<file path="config.mk">
export PLATFORM = sky130hd
export DESIGN_NAME = hyper_rx_word_packer
export DESIGN_NICKNAME = d
export VERILOG_FILES = /design/src/rtl/hyper_rx_word_packer.sv
export SDC_FILE = /design/constraint.sdc
export NUM_CORES = 1
export LEC_CHECK = 0
export ABC_AREA = 1
export ABC_CLOCK_PERIOD_IN_PS = 1850
export BUFFER_PORTS_ARGS = -buffer_cell sky130_fd_sc_hd__buf_4
export CORE_MARGIN = 2
export CORE_UTILIZATION = 45
export CTS_BUF_LIST = sky130_fd_sc_hd__clkbuf_4 sky130_fd_sc_hd__clkbuf_8
export DETAILED_ROUTE_END_ITERATION = 8
export HOLD_SLACK_MARGIN = 0.12
export PLACE_DENSITY = 0.69
export SYNTH_ARGS = -nofsm -noshare
export SYNTH_HDL_FRONTEND = slang
export SYNTH_SLANG_ARGS = --single-unit
</file>
<file path="constraint.sdc">
create_clock -name clk_rwds -period 1.85 [get_ports clk_rwds]
set_clock_uncertainty 0.2 [all_clocks]
set_input_delay 0.185 -clock clk_rwds [delete_from_list [all_inputs] [get_ports clk_rwds]]
set_output_delay 0.185 -clock clk_rwds [all_outputs]
set_load 0.01 [all_outputs]
</file>
<file path="src/rtl/hyper_rx_word_packer.sv">
// hyper_rx_word_packer: RWDS-domain stage feeding the read CDC FIFO.
// Counts capture beats against the programmed burst length. In 8-bit memory
// mode it packs two 16-bit beats into one 32-bit word and pads an odd final
// beat. Overrun and extra-beat conditions are kept as sticky flags.
module hyper_rx_word_packer #(
   parameter int BEAT_CNT_W = 10,
   parameter int DATA_W     = 32
) (
   input  logic                  clk_rwds,
   input  logic                  resetReadModule,
   input  logic [1:0]            mem_sel_i,
   input  logic [BEAT_CNT_W-1:0] burst_len_i,
   input  logic                  beat_valid_i,
   input  logic [DATA_W-1:0]     beat_data_i,
   input  logic                  fifo_ready_i,
   output logic                  fifo_valid_o,
   output logic [DATA_W-1:0]     fifo_data_o,
   output logic                  fifo_last_o,
   output logic [BEAT_CNT_W-1:0] beat_cnt_o,
   output logic                  burst_done_o,
   output logic                  overrun_o,
   output logic                  extra_beat_o
);

   localparam int HALF_W = DATA_W / 2;

   typedef enum logic {RUN = 1'b0, DONE = 1'b1} state_t;

   state_t                  state_q, state_d;
   logic [BEAT_CNT_W-1:0]   beat_cnt_q, beat_cnt_d;
   logic                    half_q, half_d;
   logic [HALF_W-1:0]       hold_q, hold_d;
   logic                    fifo_valid_q, fifo_valid_d;
   logic [DATA_W-1:0]       fifo_data_q, fifo_data_d;
   logic                    fifo_last_q, fifo_last_d;
   logic                    burst_done_q, burst_done_d;
   logic                    overrun_q, overrun_d;
   logic                    extra_beat_q, extra_beat_d;

   // One extra bit so the +1 at the saturated count never aliases a length.
   logic [BEAT_CNT_W:0]     cnt_p1;
   logic                    is_last;
   logic                    mode16;

   assign cnt_p1  = {1'b0, beat_cnt_q} + {{BEAT_CNT_W{1'b0}}, 1'b1};
   assign is_last = (burst_len_i != '0) && (cnt_p1 == {1'b0, burst_len_i});
   assign mode16  = (mem_sel_i == 2'b11);

   // Next-state: beat acceptance, packing and sticky flag updates.
   always_comb begin
      state_d      = state_q;
      beat_cnt_d   = beat_cnt_q;
      half_d       = half_q;
      hold_d       = hold_q;
      fifo_valid_d = 1'b0;
      fifo_data_d  = fifo_data_q;
      fifo_last_d  = 1'b0;
      burst_done_d = burst_done_q;
      overrun_d    = overrun_q;
      extra_beat_d = extra_beat_q;

      if (state_q == RUN) begin
         if (beat_valid_i) begin
            // Counter saturates; with burst_len 0 it simply parks at all-ones.
            beat_cnt_d = (&beat_cnt_q) ? beat_cnt_q : cnt_p1[BEAT_CNT_W-1:0];
            if (is_last) begin
               state_d      = DONE;
               burst_done_d = 1'b1;
            end
            if (mode16) begin
               fifo_data_d  = beat_data_i;
               fifo_valid_d = 1'b1;
               fifo_last_d  = is_last;
            end else if (!half_q) begin
               hold_d = beat_data_i[HALF_W-1:0];
               half_d = 1'b1;
               // Odd-length burst: flush the lone half, zero-padded on top.
               if (is_last) begin
                  fifo_data_d  = {{HALF_W{1'b0}}, beat_data_i[HALF_W-1:0]};
                  fifo_valid_d = 1'b1;
                  fifo_last_d  = 1'b1;
               end
            end else begin
               fifo_data_d  = {beat_data_i[HALF_W-1:0], hold_q};
               fifo_valid_d = 1'b1;
               fifo_last_d  = is_last;
               half_d       = 1'b0;
            end
         end
      end else begin
         if (beat_valid_i) extra_beat_d = 1'b1;
      end

      // RWDS cannot be stalled, so the word goes out anyway and we flag it.
      if (fifo_valid_d && !fifo_ready_i) overrun_d = 1'b1;
   end

   // State and output registers, cleared asynchronously by the read reset.
   always_ff @(posedge clk_rwds or posedge resetReadModule) begin
      if (resetReadModule) begin
         state_q      <= RUN;
         beat_cnt_q   <= '0;
         half_q       <= 1'b0;
         hold_q       <= '0;
         fifo_valid_q <= 1'b0;
         fifo_data_q  <= '0;
         fifo_last_q  <= 1'b0;
         burst_done_q <= 1'b0;
         overrun_q    <= 1'b0;
         extra_beat_q <= 1'b0;
      end else begin
         state_q      <= state_d;
         beat_cnt_q   <= beat_cnt_d;
         half_q       <= half_d;
         hold_q       <= hold_d;
         fifo_valid_q <= fifo_valid_d;
         fifo_data_q  <= fifo_data_d;
         fifo_last_q  <= fifo_last_d;
         burst_done_q <= burst_done_d;
         overrun_q    <= overrun_d;
         extra_beat_q <= extra_beat_d;
      end
   end

   assign fifo_valid_o = fifo_valid_q;
   assign fifo_data_o  = fifo_data_q;
   assign fifo_last_o  = fifo_last_q;
   assign beat_cnt_o   = beat_cnt_q;
   assign burst_done_o = burst_done_q;
   assign overrun_o    = overrun_q;
   assign extra_beat_o = extra_beat_q;

endmodule

</file>
# Word-level counts from Yosys, hierarchy flattened
# Cells that the tools add are included.
# word_totals
ff_bits	65
input_bits	48
elab_cells	44
# classes
add_sub_neg	1
eq_ne	2
muxes	15
bitwise_logic	4
n_reduce_logical	12
# op_table
op	count
32-bit two-way mux	3
1-bit two-way mux	12
3-bit AND reduction	4
10-bit by 1-bit adder with 11-bit output (second input constant)	1
11-bit by 10-bit equality test with 1-bit output	1
10-bit AND reduction	1
10-bit nonzero test	1
1-bit NOT	4
4-bit AND reduction	1
3-bit nonzero test	1
2-bit equality test (second input constant)	1
1-bit logical AND	2
2-bit AND reduction	1
1-bit zero test	1

# Logic depth before layout (Yosys ltp)
# Gate-level depths: netlist of run 1.
# depth
ltp_word	9
ltp_mapped	15
mapped_depth_nobuf	14

# Least setup slack after synthesis of run 1
# OpenSTA, ideal clock, no wires.
# synth_timing
path_type	register to register
from	register beat_cnt_q[1], in the netlist beat_cnt_o[1]
to	register fifo_data_q[0], in the netlist fifo_data_o[0]
setup_time_ps	117
arrival_time_ps	1783
path_slack_ps	-250
stages_incl_launch_ff	14
n_path_buf	1
period_less_slack_ps	2100
path_cell_list	dfrtp_1 ha_1 nand3_1 inv_1 nand2_1 nand2_1 nand2_1 nand2_1 nand2_1 nor2_1 nand4_4 buf_2 nand3_1 nand2_1
# synth_via
elab_chain_len	5
# synth_lines
item	line_no	text
start: declaration	30	logic [BEAT_CNT_W-1:0] beat_cnt_q, beat_cnt_d;
start signal: assignment	113	beat_cnt_q <= beat_cnt_d;
10-bit by 1-bit adder with 11-bit output	45	assign cnt_p1 = {1'b0, beat_cnt_q} + {{BEAT_CNT_W{1'b0}}, 1'b1};
11-bit by 10-bit equality test with 1-bit output	46	assign is_last = (burst_len_i != '0) && (cnt_p1 == {1'b0, burst_len_i});
1-bit logical AND	46	
3-bit nonzero test (no line)	-	
3-bit AND reduction (no line)	-	
end signal: assignment	117	fifo_data_q <= fifo_data_d;
end: declaration	34	logic [DATA_W-1:0] fifo_data_q, fifo_data_d;
# No other way between the ends.
# A chain may end at the register's enable or synchronous reset.

# Worst setup path after layout of run 1
# layout_timing
from	register beat_cnt_q[1], in the netlist beat_cnt_o[1]
to	register fifo_data_q[26], in the netlist fifo_data_o[26]
# layout_via
elab_chain_len	5
# layout_lines
item	line_no	text
10-bit by 1-bit adder with 11-bit output	45	
net cnt_p1[1]	41	logic [BEAT_CNT_W:0] cnt_p1;
11-bit by 10-bit equality test with 1-bit output	46	
1-bit logical AND	46	
3-bit nonzero test (no line)	-	
3-bit AND reduction (no line)	-	
# The timed path passes the listed nets, and every way through them passes these cells.

==> summary.txt, run 1 <==
STA
  • PnR worst setup slack: -0.3162 ns
  • Period utilization: 1.171
  • Worst slew margin: 0.7668
  • FMAX: 461.6 MHz
  • Fin. max-slew vios: 0
  • Unrepaired setup endpoints after global routing: true
  • Slew at the pin with the worst max-slew slack: 0.3486 ns
  • Fin crit period: 2.166 ns
  • Final setup viols: 37
  • Final Hold Fails: 0

Setup path
  • CP max FO: 13
  • Worst endpoint required time: 1.93 ns
  • Worst Path Arrival: 2.25 ns
  • WS Path Type: reg -> reg
  • Startpoint types: register
  • Crit end category: register

Clock tree
  • H-tree depth reported by CTS: 3
  • Clk sink count: 65
  • Max clock buf depth: 2
  • CTS clk-pin slew, worst paths: 0.07 ns
  • Number of buffers created by CTS: 9
  • CTS tree: done
  • Root Driver: clkbuf_8
  • Skew-Pair Late Insertion Delay: 0.34 ns

Placement
  • Placed Area: 4506 um2
  • Port bufs: 94
  • Post-detail-place hpwl: 6689 um
  • Routability-driven placement congestion ratio: 0.8668

Min path
  • HP Class: in -> reg

Outcome
  • Status: complete, but fails checks
  • Failing checks: setup timing

Pwr
  • Reg power frac: 0.368
  • Clock power frac: 0.162
  • Pwr Density: 1229 nW/um2
  • Switching Fraction: 0.3809
  • Switch Pwr: 2476 uW
  • Post-layout power: 6500 uW
  • Internal power: 4025 uW
  • Leakage power: 0.002754 uW
  • Gate power share: 0.470
  • Worst vdd ir: 0.0007735 V

Layout
  • Share of layout cells above drive strength 1: 0.2736
  • Commonest non-fill, non-tap cell in the layout: nand2_1
  • Net count, final: 692
  • Commonest cells after routing, fill and taps aside: nand2_1, buf_4, nand3_1
  • Final Util: 0.7251
  • ANT cells: 0
  • Design Area, Final: 5288 um2
  • Area Overhead vs Synth: 54.40%

Die
  • Core footprint: 7292 um2
  • # IOs: 95
  • Die Ht: 91.24 um
  • Initial cell density of the core: 0.4696
  • DIE WIDTH: 91.24 um
  • Die area: 8324 um2
  • # rows: 31

Logic synthesis
  • Synthesized flop and latch total: 65
  • Netlist Area Pre-Place: 3425 um2
  • Sequential cell area fraction in the yosys report: 0.4750
  • Count of cell types in the netlist: 26
  • Syn Area/Cell: 7.286 um2
  • Syn Inst Count: 470
  • Syn nets: 519
  • Yosys warning total: 0

Global route
  • First-pass GRT wire length: 17310 um
  • Congestion Overflow GR: 0
  • Vias in the first global route: 3822
  • Largest net degree at the start of global routing: 66
  • Gr usage total: 0.2579
  • Initial antenna violation count: 0

Routing
  • DR iter-0 viols: 153
  • TritonRoute pass-1 iters: 5
  • Final WL: 10190 um
  • DRC: 0
  • Vias: 3787
  • Via density: 5.076
  • Routed Antenna Nets: 0
  • WL per Instance: 13.66 um

Run
  • MaxCap Viol Count: 0
## metrics by stage
stage	hold slack [ns]	std cells	setup slack, ns	TNS (ns)
2_1_floorplan	0.1059	470	-0.1830	-5.641
3_3_place_gp	0.1102	674	-0.3170	-10.68
3_5_place_dp	0.1074	674	-0.3590	-12.05
4_1_cts	0.1288	744	-0.3217	-10.75
5_1_grt	0.1532	746	-0.5171	-17.15
6_report	0.1512	746	-0.3162	-10.36
## critical path: stages, from the launching register on
cell and delay, ns:
dfrtp_2 0.44, ha_4 0.28, inv_2 0.03, nand2_1 0.04, nand2_1 0.06, nor2_2 0.10
nand2_1 0.06, nor2_1 0.09, nand3_1 0.09, nor2_2 0.15, nand4_4 0.14, nand2_4 0.15
buf_12 0.14, nand2_1 0.06, nand2_1 0.07
## Yosys cell counts (all sizes together)
library cell / n / share of area
or2: 2 / 0.0037
o21bai: 2 / 0.0044
a21oi: 2 / 0.0029
nand4: 4 / 0.012
ha: 1 / 0.0037
buf: 10 / 0.020
nor3: 1 / 0.0015
nand2: 178 / 0.20
inv: 44 / 0.048
clkbuf: 15 / 0.016
dfrtp: 65 / 0.47
nor2: 18 / 0.024
nand3: 83 / 0.12
a21o: 1 / 0.0022
o21ai: 42 / 0.061
nand3b: 1 / 0.0022
xor2: 1 / 0.0026
## path summary, 6_finish.rpt
check,from,endpoint,slack (ns),cells after the start
setup / recovery,beat_cnt_o[1],fifo_data_o[26],-0.32,14
hold / removal,burst_len_i[9],state_q,0.15,5
setup reg to reg,beat_cnt_o[1],fifo_data_o[26],-0.32,14
hold reg to reg,overrun_o,overrun_o,0.27,2
max in group asynchronous,resetReadModule,beat_cnt_o[0],0.85,4
min in group asynchronous,resetReadModule,overrun_o,0.28,4
## flip-flops by register name, indices dropped and copies added (netlist names)
register	count
fifo_data_o	32
hold_q	16
beat_cnt_o	10
burst_done_o	1
extra_beat_o	1
fifo_last_o	1
fifo_valid_o	1
half_q	1
overrun_o	1
state_q	1
## logic make-up (layout without fill, tap and decap cells)
family          Yosys count  count (layout)  synth area share
simple gates            287             287            0.3632
compound gates           47              47           0.07088
buf+inv                  69             246           0.08476
xor+xnor                  1               1          0.002558
flops                    65              65            0.4750
fa+ha+maj                 1               1          0.003653
## power by group through the flow
| stage | registers [uW] | clock network [uW] | logic [uW] |
|---|---|---|---|
| 2_1_floorplan | 2510 | 0 | 1380 |
| 3_3_place_gp | 2380 | 0 | 2810 |
| 3_5_place_dp | 2390 | 0 | 2880 |
| 4_1_cts | 2390 | 1080 | 3000 |
| 5_1_grt | 2470 | 1140 | 3400 |
| 6_report | 2390 | 1050 | 3060 |
## per-layer routing
| metal | routed length [um] | up-vias | track usage |
|---|---|---|---|
| li1 | - | 1846 | - |
| met1 | 4117 | 1796 | 0.3042 |
| met2 | 5361 | 130 | 0.4704 |
| met3 | 557 | 15 | 0.04813 |
| met4 | 156 | 0 | 0.08460 |
| met5 | 0 | - | 0 |
## repair_timing
action,CTS,global route
endpoints found under the setup margin,37,47
hold buffers,55,0
hold endpoints to repair,116,0
pin swaps,0,1
gates resized for setup,7,9
buffers inserted,0,2
## layout make-up
class	count	area, um2
inverter	44	171.4
fill	620	2004
timing repair buffer	187	1617
multi-input combinational	336	1573
clock buffer	10	137.6
tap	99	123.9
sequential	65	1633
clock inverter	5	32.53
(Power assumes the default switching activity.)
==> run 2: changes to the inputs <==
CELL_PAD_IN_SITES_DETAIL_PLACEMENT = 2   (was not set)
CELL_PAD_IN_SITES_GLOBAL_PLACEMENT = 2   (was not set)
CORE_UTILIZATION = 27   (was 45)
PLACE_DENSITY = 0.75   (was 0.69)
==> run 2 against run 1 <==
Against the previous run:
- the flow still finishes with violations (setup timing)
- clock power grew 16%
- global-route usage down 3.7 points
- sequential share of layout area down 0.59 points
- register-to-register slack got worse by 0.20 ns
- setup slack worse by 0.20 ns
- combinational power increased by 5%
==> summary.txt, run 2 (synthesis gave the netlist of run 1 again) <==
Setup path
  • CP cell instances: ha_4, inv_2, nand2_1, nand2_1, nor2_2, nand2_1, nor2_1, nand3_1, nor2_4, nand4_4, nand2_4, clkbuf_16, nand2_1, nand2_1
  • Worst endpoint required time: 1.95 ns (+0.02 ns)
  • Crit-path most repeated cell: nand2_1
  • WS Path Type: reg -> reg
  • CP delay by family, top: simple AND/OR/NAND/NOR gates
  • CP max FO: 11 (-2)
  • Worst path slowest cell: dfrtp_2
  • Startpoint types: register
  • Max incr delay on CP: 0.44 ns (about the same)
  • Buffer and inverter count on the worst path: 2 (unchanged)
  • Crit end category: register
  • Worst Path Arrival: 2.47 ns (+0.22 ns)

Global route
  • Gr usage total: 0.2211 (-0.03676)
  • First-pass GRT wire length: 22580 um (+30%)
  • Vias in the first global route: 4331 (+13%)
  • Congestion Overflow GR: 0 (unchanged)
  • Largest net degree at the start of global routing: 47 (-29%)
  • Initial antenna violation count: 0 (unchanged)

STA
  • Slew at the pin with the worst max-slew slack: 0.3386 ns (-0.009940 ns)
  • Worst slew margin: 0.7734 (+0.006652)
  • Final Hold Fails: 0 (unchanged)
  • Period utilization: 1.280 (+0.1096)
  • Fin crit period: 2.369 ns (+0.2027 ns)
  • FMAX: 422.1 MHz (-8.6%)
  • Final setup viols: 38 (+2.7%)
  • Unrepaired setup endpoints after global routing: true
  • PnR worst setup slack: -0.5189 ns (-0.2027 ns)
  • Setup_tns: -16.33 ns (-5.967 ns)
  • Fin. max-slew vios: 0 (unchanged)

Routing
  • DRC: 0 (unchanged)
  • Vias: 3924 (+3.6%)
  • WL per Instance: 18.19 um (+33%)
  • TritonRoute pass-1 iters: 5 (unchanged)
  • Final WL: 14910 um (+46%)
  • DR iter-0 viols: 181 (+18%)
  • Routed Antenna Nets: 0 (unchanged)
  • Via density: 4.785 (-5.7%)

Placement
  • Post-detail-place hpwl: 9501 um (+42%)
  • Routability-driven placement congestion ratio: 0.7965 (-8.1%)
  • Port bufs: 94 (unchanged)

Layout
  • Share of layout cells above drive strength 1: 0.2685 (-0.005052)
  • Area Overhead vs Synth: 57.29%
  • Number of flip-flops in the largest register: 32 (unchanged)
  • Commonest cells after routing, fill and taps aside: nand2_1, buf_4, nand3_1
  • Final Util: 0.4303 (-0.2948)
  • Net count, final: 692 (unchanged)
  • Commonest non-fill, non-tap cell in the layout: nand2_1
  • ANT cells: 0 (unchanged)

Die
  • Initial cell density of the core: 0.2736 (-0.1960)
  • # rows: 41 (+32%)
  • # IOs: 95 (unchanged)
  • DIE WIDTH: 116.6 um (+28%)
  • Core footprint: 12520 um2 (+72%)
  • Die area: 13600 um2 (+63%)
  • Die Ht: 116.6 um (+28%)

Min path
  • HP Class: in -> reg

Pwr
  • Pwr Density: 1271 nW/um2 (+3.4%)
  • Worst vdd ir: 0.0004440 V (-43%)
  • Leakage power: 0.002767 uW (+0.46%)

Clock tree
  • Max clock buf depth: 2 (unchanged)
  • Number of buffers created by CTS: 9 (unchanged)
  • H-tree depth reported by CTS: 3 (unchanged)
  • Skew-Pair Late Insertion Delay: 0.37 ns (+0.03 ns)
  • CTS tree: done
  • CTS clk-pin slew, worst paths: 0.08 ns (about the same)
  • Clk sink count: 65 (unchanged)
  • Root Driver: clkbuf_8

Outcome
  • Status: complete, but fails checks
  • Failing checks: setup timing

Run
  • MaxCap Viol Count: 0 (unchanged)
-- run 2: cell count changes in the layout (fill, tap and decap cells not counted), sizes merged --
cell,delta
clkbuf,+5
clkinv,-4
buf,-1
clkinvlp,+1
-- run 2: timing repair --
item,CTS,global route
endpoints found under the hold margin,116,0
endpoints found under the setup margin,45,47
hold buffers,55,0
buffers inserted,1,1
pin swaps,0,2
cloned,0,1
resized for setup,11,6
-- run 2: worst min-delay path, stage by stage --
cell and delay, ns:
buf_4 0.19, nand3_1 0.10, nand2_1 0.05, nand2_1 0.08
nand2_1 0.06
-- run 2: layout make-up --
type / instances / area (um2)
inverters: 44 / 168.9
clock buffers: 14 / 173.9
repair buffers: 187 / 1624
fillers: 1503 / 7131
flip-flops and latches: 65 / 1632
multi-input cells: 336 / 1560
clock inverters: 2 / 12.51
well taps: 172 / 215.2
-- run 2: through the flow --
step	std cells	total power [uW]	hold WS [ns]	area, um2	setup slack (ns)
after floorplan	470	3885	0.1059	3472	-0.1830
after global placement	746	5219	0.05706	4564	-0.3865
after detailed placement	746	5407	0.05212	4564	-0.4880
after CTS	818	6761	0.1371	5339	-0.4732
after global routing	820	7358	0.1752	5386	-0.6106
final	820	6849	0.1553	5386	-0.5189
-- run 2: layer usage --
layer  GRT usage  share of wire  up-vias
li1            -              -     1841
met1      0.2651           0.41     1952
met2      0.4004           0.53      104
met3     0.04463          0.038       27
met4     0.06510          0.019        0
met5           0              0        -
-- run 2: worst paths after layout --
kind / start / to / slack [ns] / cells after the start
max: beat_cnt_o[1] / fifo_data_o[11] / -0.52 / 14
min: mem_sel_i[1] / fifo_data_o[25] / 0.16 / 5
max reg2reg: beat_cnt_o[1] / fifo_data_o[11] / -0.52 / 14
min reg2reg: overrun_o / overrun_o / 0.27 / 2
max in group asynchronous: resetReadModule / fifo_data_o[3] / 0.91 / 4
min in group asynchronous: resetReadModule / overrun_o / 0.24 / 4
-- run 2: report_power, final --
part           switching, uW  internal [uW]  total, uW  leakage, uW
clock network            616            604       1220    0.0000969
logic                   1750           1460       3210      0.00185
registers                405           2010       2420     0.000822
==> run 3: changes to the inputs <==
SKIP_CTS_REPAIR_TIMING = 1   (was not set)
SLEW_MARGIN = 25   (was not set)
==> run 3 against run 2 <==
Against the previous run:
- the flow still finishes with violations (setup timing)
- setup slack worse by 0.045 ns
- critical path type unchanged
- largest cell class unchanged
- critical path depth up 1
- critical endpoint is now fifo_data_o[12]
- fmax down 1.9%
- flip-flop and latch count unchanged
- non-clock buffer count shrank 16
==> summary.txt, run 3 (synthesis gave the netlist of run 1 again) <==
Outcome
  • Status: complete, but fails checks
  • Failing checks: setup timing

Setup path
  • Worst Path Arrival: 2.51 ns (+0.04 ns)
  • WS Path Type: reg -> reg
  • Startpoint types: register
  • Worst endpoint required time: 1.95 ns (about the same)
  • Crit end category: register
  • CP max FO: 11 (unchanged)

STA
  • Fin crit period: 2.414 ns (+0.04539 ns)
  • FMAX: 414.2 MHz (-1.9%)
  • Unrepaired setup endpoints after global routing: true
  • Worst slew margin: 0.7336 (-0.03979)
  • PnR worst setup slack: -0.5643 ns (-0.04539 ns)
  • Final Hold Fails: 0 (unchanged)
  • Slew at the pin with the worst max-slew slack: 0.3981 ns (+0.05947 ns)
  • Fin. max-slew vios: 0 (unchanged)
  • Period utilization: 1.305 (+0.02453)
  • Final setup viols: 37 (-2.6%)

Die
  • Initial cell density of the core: 0.2736 (unchanged)
  • DIE WIDTH: 116.6 um (unchanged)
  • # rows: 41 (unchanged)
  • Die area: 13600 um2 (unchanged)
  • Die Ht: 116.6 um (unchanged)
  • Core footprint: 12520 um2 (unchanged)
  • # IOs: 95 (unchanged)

Pwr
  • Clock power frac: 0.175 (-0.003)
  • Reg power frac: 0.351 (-0.002)
  • Gate power share: 0.474 (+0.005)
  • Post-layout power: 6889 uW (+0.59%)
  • Worst vdd ir: 0.0004234 V (-4.6%)
  • Internal power: 4120 uW (+1.1%)
  • Leakage power: 0.002750 uW (-0.61%)
  • Switching Fraction: 0.4019 (-0.003306)
  • Pwr Density: 1308 nW/um2 (+2.9%)
  • Switch Pwr: 2769 uW (-0.23%)

Clock tree
  • Skew-Pair Late Insertion Delay: 0.36 ns (about the same)
  • Root Driver: clkbuf_8
  • Max clock buf depth: 2 (unchanged)
  • H-tree depth reported by CTS: 3 (unchanged)
  • Clk sink count: 65 (unchanged)
  • CTS clk-pin slew, worst paths: 0.08 ns (about the same)
  • CTS tree: done
  • Number of buffers created by CTS: 9 (unchanged)

Layout
  • Commonest non-fill, non-tap cell in the layout: nand2_1
  • Share of layout cells above drive strength 1: 0.2880 (+0.01946)
  • Final Non-Filler Cells: 804 (-2.0%)
  • Commonest cells after routing, fill and taps aside: nand2_1, buf_4, nand3_1
  • ANT cells: 0 (unchanged)
  • Area Overhead vs Synth: 53.82%
  • Final Util: 0.4208 (-0.009496)
  • Number of flip-flops in the largest register: 32 (unchanged)
  • Net count, final: 676 (-2.3%)

Placement
  • Routability-driven placement congestion ratio: 0.7965 (unchanged)
  • Post-detail-place hpwl: 9501 um (unchanged)
  • Port bufs: 94 (unchanged)
  • Dpl cells: 746 (unchanged)

Run
  • MaxCap Viol Count: 0 (unchanged)

Routing
  • DRC: 0 (unchanged)
  • TritonRoute pass-1 iters: 5 (unchanged)
  • Via density: 4.756 (-0.61%)
  • DR iter-0 viols: 118 (-35%)
  • Vias: 3824 (-2.5%)
  • Final WL: 14280 um (-4.2%)
  • Routed Antenna Nets: 0 (unchanged)
  • WL per Instance: 17.76 um (-2.3%)

Global route
  • Gr usage total: 0.1925 (-0.02859)
  • Vias in the first global route: 3974 (-8.2%)
  • Initial antenna violation count: 0 (unchanged)
  • Largest net degree at the start of global routing: 47 (unchanged)
  • First-pass GRT wire length: 19930 um (-12%)
  • Congestion Overflow GR: 0 (unchanged)

Min path
  • HP Class: in -> reg
-- run 3: final cells by class --
type	count	area (um2)
tap	172	215.2
sequential	65	1633
fill	1488	7249
inverter	44	168.9
multi-input combinational	336	1587
timing repair buffer	171	1478
clock buffer	14	173.9
clock inverter	2	12.51
-- run 3: worst paths after layout --
check / startpoint / to / slack [ns] / cells after the start
max: beat_cnt_o[1] / fifo_data_o[12] / -0.56 / 15
min: mem_sel_i[1] / fifo_data_o[21] / 0.10 / 5
max reg2reg: beat_cnt_o[1] / fifo_data_o[12] / -0.56 / 15
min reg2reg: overrun_o / overrun_o / 0.27 / 2
max in group asynchronous: resetReadModule / hold_q[2] / 0.92 / 4
min in group asynchronous: resetReadModule / overrun_o / 0.24 / 4
-- run 3: metrics by stage --
stage          hold slack [ns]  cell area [um2]  TNS, ns  setup slack (ns)
2_1_floorplan           0.1059             3472   -5.641           -0.1830
4_1_cts                -0.3491             4751   -17.04           -0.5034
3_5_place_dp           0.05212             4564   -16.32           -0.4880
3_3_place_gp           0.05706             4564   -13.10           -0.3865
5_1_grt                 0.1228             5268   -24.34           -0.7270
6_report                0.1043             5268   -18.19           -0.5643
-- run 3: worst max-delay path: stages, from the launching register on --
cell and delay (ns):
dfrtp_2 0.44, ha_4 0.19, inv_1 0.07, nand2_2 0.06, nand2_1 0.08, nand2_1 0.06, nand2_1 0.07, nand2_1 0.07
nor2_1 0.15, nand3_1 0.14, nor2_4 0.15, nand4_4 0.15, nand2_8 0.17, clkbuf_16 0.18, nand2_1 0.06, nand2_1 0.08
-- run 3: power groups by stage --
stage / sequential [uW] / clock (uW) / combinational [uW]
3_5_place_dp: 2430 / 0 / 2980
3_3_place_gp: 2410 / 0 / 2810
5_1_grt: 2490 / 1310 / 3620
2_1_floorplan: 2510 / 0 / 1380
6_report: 2420 / 1210 / 3270
4_1_cts: 2410 / 1230 / 2990
-- run 3: per-layer routing --
layer,share of wire,up-vias,global-route usage
met3,0.034,17,0.03996
met2,0.53,84,0.3376
met5,0,-,0
met4,0.016,0,0.06118
li1,-,1809,-
met1,0.42,1914,0.2375
